===== config.mk =====
export PLATFORM = sky130hd
export DESIGN_NAME = fnd_outport_display
export DESIGN_NICKNAME = d
export VERILOG_FILES = /design/src/rtl/fnd_outport_display.sv
export SDC_FILE = /design/constraint.sdc
export NUM_CORES = 1
export LEC_CHECK = 0
export CAP_MARGIN = 5
export CELL_PAD_IN_SITES_DETAIL_PLACEMENT = 0
export CELL_PAD_IN_SITES_GLOBAL_PLACEMENT = 1
export CORE_UTILIZATION = 48
export CTS_CLUSTER_SIZE = 16
export DETAILED_ROUTE_END_ITERATION = 16
export PLACE_DENSITY = 0.76
export SKIP_LAST_GASP = 1
export SYNTH_ARGS = -nofsm -noshare
export SYNTH_HDL_FRONTEND = slang
export SYNTH_SLANG_ARGS = --single-unit

===== constraint.sdc =====
create_clock -name clk -period 3.4 [get_ports clk]
set_input_delay 0.68 -clock clk [delete_from_list [all_inputs] [get_ports clk]]
set_output_delay 0.68 -clock clk [all_outputs]
set_load 0.03 [all_outputs]

===== src/rtl/fnd_outport_display.sv =====
`timescale 1ns/1ps
// Shows the processor's 8-bit outport as up to three decimal digits on a 4-digit common-anode FND.
// A new value reaches the digit registers 10 clocks after in_q captures it, using sequential double-dabble.
// No backpressure: a value that changes mid-conversion is taken up when the FSM returns to idle.
module fnd_outport_display #(
   parameter int CLK_FREQ = 100_000_000,
   parameter int SCAN_HZ  = 1000
) (
   input  logic       clk,
   input  logic       rst,
   input  logic [7:0] outport,
   output logic [3:0] fnd_com,
   output logic [7:0] fnd_font,
   output logic       conv_busy
);

   localparam int TICK_DIV = CLK_FREQ / SCAN_HZ;
   localparam int CNT_W    = $clog2(TICK_DIV);

   typedef enum logic [1:0] {
      ST_IDLE = 2'd0,
      ST_CONV = 2'd1,
      ST_DONE = 2'd2
   } state_t;

   state_t            state_q, state_d;
   logic [7:0]        in_q;
   logic [7:0]        last_val_q, last_val_d;
   logic [7:0]        src_q, src_d;
   logic [19:0]       sr_q, sr_d;
   logic [2:0]        bit_cnt_q, bit_cnt_d;
   logic [3:0]        hund_q, hund_d;
   logic [3:0]        tens_q, tens_d;
   logic [3:0]        ones_q, ones_d;
   logic              busy_q, busy_d;
   logic [19:0]       sr_shift;

   logic [CNT_W-1:0]  tick_cnt_q, tick_cnt_d;
   logic [1:0]        digit_sel_q, digit_sel_d;
   logic              tick;

   logic [3:0]        sel_digit;
   logic              sel_blank;

   // Add-3 correction applied to a BCD nibble before each shift.
   function automatic logic [3:0] bcd_adj(input logic [3:0] n);
      return (n >= 4'd5) ? (n + 4'd3) : n;
   endfunction

   // Active-low segment pattern {dp,g,f,e,d,c,b,a}; dp always off.
   function automatic logic [7:0] seg_of(input logic [3:0] d);
      logic [7:0] s;
      case (d)
         4'd0:    s = 8'hC0;
         4'd1:    s = 8'hF9;
         4'd2:    s = 8'hA4;
         4'd3:    s = 8'hB0;
         4'd4:    s = 8'h99;
         4'd5:    s = 8'h92;
         4'd6:    s = 8'h82;
         4'd7:    s = 8'hF8;
         4'd8:    s = 8'h80;
         4'd9:    s = 8'h90;
         default: s = 8'hFF;
      endcase
      return s;
   endfunction

   // One double-dabble iteration: correct every BCD nibble, then shift the whole register left.
   assign sr_shift = {bcd_adj(sr_q[19:16]), bcd_adj(sr_q[15:12]), bcd_adj(sr_q[11:8]), sr_q[7:0]} << 1;

   // Conversion FSM next-state and datapath.
   always_comb begin
      state_d    = state_q;
      last_val_d = last_val_q;
      src_d      = src_q;
      sr_d       = sr_q;
      bit_cnt_d  = bit_cnt_q;
      hund_d     = hund_q;
      tens_d     = tens_q;
      ones_d     = ones_q;
      case (state_q)
         ST_IDLE: begin
            if (in_q != last_val_q) begin
               sr_d      = {12'b0, in_q};
               src_d     = in_q;
               bit_cnt_d = 3'd0;
               state_d   = ST_CONV;
            end
         end
         ST_CONV: begin
            sr_d      = sr_shift;
            bit_cnt_d = bit_cnt_q + 3'd1;
            if (bit_cnt_q == 3'd7) begin
               state_d = ST_DONE;
            end
         end
         ST_DONE: begin
            hund_d     = sr_q[19:16];
            tens_d     = sr_q[15:12];
            ones_d     = sr_q[11:8];
            last_val_d = src_q;
            state_d    = ST_IDLE;
         end
         default: begin
            state_d = ST_IDLE;
         end
      endcase
      // Busy covers the cycle after DONE too, so it spans entry into CONV through the digit update.
      busy_d = (state_d != ST_IDLE) || (state_q == ST_DONE);
   end

   // Input capture plus conversion state registers.
   always_ff @(posedge clk or posedge rst) begin
      if (rst) begin
         in_q       <= 8'd0;
         state_q    <= ST_IDLE;
         last_val_q <= 8'd0;
         src_q      <= 8'd0;
         sr_q       <= 20'd0;
         bit_cnt_q  <= 3'd0;
         hund_q     <= 4'd0;
         tens_q     <= 4'd0;
         ones_q     <= 4'd0;
         busy_q     <= 1'b0;
      end else begin
         in_q       <= outport;
         state_q    <= state_d;
         last_val_q <= last_val_d;
         src_q      <= src_d;
         sr_q       <= sr_d;
         bit_cnt_q  <= bit_cnt_d;
         hund_q     <= hund_d;
         tens_q     <= tens_d;
         ones_q     <= ones_d;
         busy_q     <= busy_d;
      end
   end

   assign conv_busy = busy_q;

   // Scan divider: tick at terminal count, digit select advances on each tick.
   always_comb begin
      tick        = (tick_cnt_q == CNT_W'(TICK_DIV - 1));
      tick_cnt_d  = tick ? '0 : (tick_cnt_q + 1'b1);
      digit_sel_d = tick ? (digit_sel_q + 2'd1) : digit_sel_q;
   end

   // Scan registers run free, independent of the conversion FSM.
   always_ff @(posedge clk or posedge rst) begin
      if (rst) begin
         tick_cnt_q  <= '0;
         digit_sel_q <= 2'd0;
      end else begin
         tick_cnt_q  <= tick_cnt_d;
         digit_sel_q <= digit_sel_d;
      end
   end

   // Digit select, leading-zero blanking and segment decode.
   always_comb begin
      sel_digit = ones_q;
      sel_blank = 1'b0;
      fnd_com   = 4'b1110;
      case (digit_sel_q)
         2'd0: begin
            fnd_com   = 4'b1110;
            sel_digit = ones_q;
         end
         2'd1: begin
            fnd_com   = 4'b1101;
            sel_digit = tens_q;
            sel_blank = (hund_q == 4'd0) && (tens_q == 4'd0);
         end
         2'd2: begin
            fnd_com   = 4'b1011;
            sel_digit = hund_q;
            sel_blank = (hund_q == 4'd0);
         end
         default: begin
            fnd_com   = 4'b0111;
            sel_blank = 1'b1;
         end
      endcase
      fnd_font = sel_blank ? 8'hFF : seg_of(sel_digit);
   end

endmodule

==> impl_metrics.env <==
export IMPL_status="finished, final reports clean"
export IMPL_cts_num_sinks=81
export IMPL_synth_warnings=0
export IMPL_clock_latency_ns=0.35
export IMPL_first_pass_iters=4
export IMPL_layout_nets=378
export IMPL_htreeDepth=3
export IMPL_fp_coreArea_um2=7770
export IMPL_finalSetupViolations=0
export IMPL_post_drt_wl_per_cell_um=14.7
export IMPL_cts_tree="yes"
export IMPL_area_delta_synth_final_pct=14.9
export IMPL_n_antenna_cell=0
export IMPL_drcViolationCount=0
export IMPL_ctsHoldBuffers=0
export IMPL_hold_viol_final=0
export IMPL_dp_hpwl_mm=4.56
export IMPL_tns_ns=0
export IMPL_synth_nets=351
export IMPL_finalClockSkew_ns=0.0119
export IMPL_antenna_found_initial=0
export IMPL_vias=2462
export IMPL_num_rows=32
export IMPL_slew_headroom_pct=50.5
export IMPL_ys_seq_elements=81
export IMPL_synthArstFlopShare_pct=100
export IMPL_synth_area_um2=3890
export IMPL_clk_path_buf_depth=2
export IMPL_pin_count=23
export IMPL_cp_max_fo=8
export IMPL_synthFlopType="dfrtp_1"
export IMPL_placed_cell_area_um2=4220
export IMPL_ys_types=44
export IMPL_postLayoutCoreUtil_pct=57.6
export IMPL_netlist_instances=325
export IMPL_finalWorstPathRequiredPeriod_ns=3.20
export IMPL_drive_gt1_share_pct=20.4
export IMPL_maxCapViolCount=0
export IMPL_cts_buffers=9
export IMPL_required_ns=2.72
export IMPL_finalMaxSlewViolations=0
export IMPL_first_iter_violations=119
export IMPL_final_common_cell="dfrtp_1"
export IMPL_start_util_pct=50.1
export IMPL_hp_class="flip-flop to flip-flop"
export IMPL_fin_crit_sh_pct=94.0
export IMPL_ir_drop_mv=0.294
export IMPL_gp_congestion=0.736
export IMPL_worst_slew_pin_slew_ns=0.741
export IMPL_grt_pass1_wl_mm=11.7
export IMPL_grt_pass1_vias=2462
export IMPL_use_met2_pct=28.3
export IMPL_seq_area_frac_synth_pct=52.1
export IMPL_power_density_nw_per_um2=783
export IMPL_use_met3_pct=2.99
export IMPL_dp_cells=443
export IMPL_p_leak_nw=2.00
export IMPL_critPathLaunchType="flip-flop"
export IMPL_final_cell_count_no_fill=459
export IMPL_wl_mm=6.73
export IMPL_layout_common_cells="dfrtp_1 (81), mux2_2 (43), xnor2_1 (22)"
export IMPL_die_y_um=92.1
export IMPL_syn_avg_cell_area_um2=12.0
export IMPL_root_buffer="clkbuf_8"
export IMPL_clk_pin_slew_ns=0.08
export IMPL_max_freq_mhz=313
export IMPL_ant_nets=0
export IMPL_die_w_um=92.1
export IMPL_dieArea_um2=8480
export IMPL_final_cell_area_um2=4470
export IMPL_track_usage_pct=17.9
export IMPL_synth_edf_count=0
export IMPL_grt_max_degree=82
export IMPL_vias_per_cell=5.36
export IMPL_grt_overflow=0
export IMPL_grt_met1_usage_pct=23.6
export IMPL_cp_arrival_ns=2.52
export IMPL_busiest_layer="met2"
export IMPL_portBuffers=21
export IMPL_endpoint_kind="output port"
export IMPL_path_class="flip-flop to output port"
export IMPL_rsz0062_at_grt="false"
[through the flow]
stage	power, mW	worst slack, ns	hold slack, ns
after floorplan	2.40	0.338	0.451
after global placement	2.70	0.279	0.478
after detailed placement	2.75	0.188	0.478
after CTS	3.54	0.101	0.490
after global routing	3.75	0.0159	0.508
final	3.50	0.203	0.486
[repair_timing]
action,in CTS,in global routing
setup endpoints to repair,7,2
pin swaps,0,0
setup buffers,0,0
resized for setup,9,3
[routing by layer]
layer | share of wire [%] | wire [µm]
met5 | 0 | 0
met4 | 2.1 | 144
met3 | 2.3 | 157
met2 | 47 | 3150
met1 | 49 | 3270
[report_power, final]
part / leakage [nW] / switching (mW) / internal (mW) / total, mW
logic: 0.850 / 0.587 / 0.618 / 1.20
clock network: 0.118 / 0.330 / 0.489 / 0.818
registers: 1.03 / 0.236 / 1.24 / 1.48
[flip-flops by register name, summed over array words and instances (netlist names)]
register / cells
sr_q: 20
tick_cnt_q: 17
in_q: 8
last_val_q: 8
src_q: 8
hund_q: 4
ones_q: 4
tens_q: 4
bit_cnt_q: 3
digit_sel_q: 2
state_q: 2
conv_busy: 1
[layout make-up]
type | count | area, µm²
multi-input cells | 217 | 1770
well taps | 102 | 128
inverters | 18 | 68.8
clock inverters | 5 | 104
clock buffers | 11 | 131
flip-flops and latches | 81 | 2030
repair buffers | 25 | 244
fillers | 682 | 3290
[cells by family after synthesis]
group / count (synthesis) / synth area share (%)
AO/OA/AOI/OAI: 54 / 9.90
XOR/XNOR: 27 / 6.07
adder cells (fa/ha/maj): 16 / 5.14
buffers and inverters: 27 / 3.12
flip-flops: 81 / 52.1
multiplexers: 48 / 14.1
other: 1 / 0.0963
AND/OR/NAND/NOR: 71 / 9.51
[Yosys cell counts, drive strengths merged, types with 2 or more instances]
library cell	n	share of area [%]
o21ai	14	1.9
o211ai	2	0.39
a21oi	10	1.4
nand2b	3	0.48
clkbuf	2	0.19
dfrtp	81	52
a21o	3	0.58
o2bb2ai	4	0.90
or4	2	0.39
nand2	14	1.3
nor2	19	1.9
ha	16	5.1
a211oi	2	0.39
o31ai	2	0.74
a22oi	4	0.77
nor2b	2	0.32
and4	3	0.67
nor3	6	0.77
mux2	46	14
xnor2	22	4.9
mux2i	2	0.51
xor2	5	1.1
nand3	8	1.0
nand4	9	1.6
inv	18	1.7
buf	7	1.2
a22o	10	2.2
[path summary, 6_finish.rpt]
path                       depth (start not counted)                       to  slack (ns)                        from
min in group asynchronous                          3        in_q[6]$_DFF_PP0_        0.74                         rst
max                                                9              fnd_font[0]        0.20  digit_sel_q[0]$_DFFE_PP0N_
max in group asynchronous                          3     sr_q[19]$_DFFE_PP0P_        2.34                         rst
min                                                1  tick_cnt_q[0]$_DFF_PP0_        0.49     tick_cnt_q[0]$_DFF_PP0_
max reg2reg                                        5     sr_q[18]$_DFFE_PP0P_        1.48           in_q[7]$_DFF_PP0_
min reg2reg                                        1  tick_cnt_q[0]$_DFF_PP0_        0.49     tick_cnt_q[0]$_DFF_PP0_
[critical path, cell delays in order (launching register included)]
cell	delay, ns
dfrtp_1	0.40
inv_1	0.16
ha_2	0.25
a22oi_1	0.13
a21oi_4	0.28
inv_1	0.12
ha_1	0.19
o21ai_0	0.17
nand4_1	0.10
dlygate4sd2_1	0.36
(Power assumes the default switching activity.)
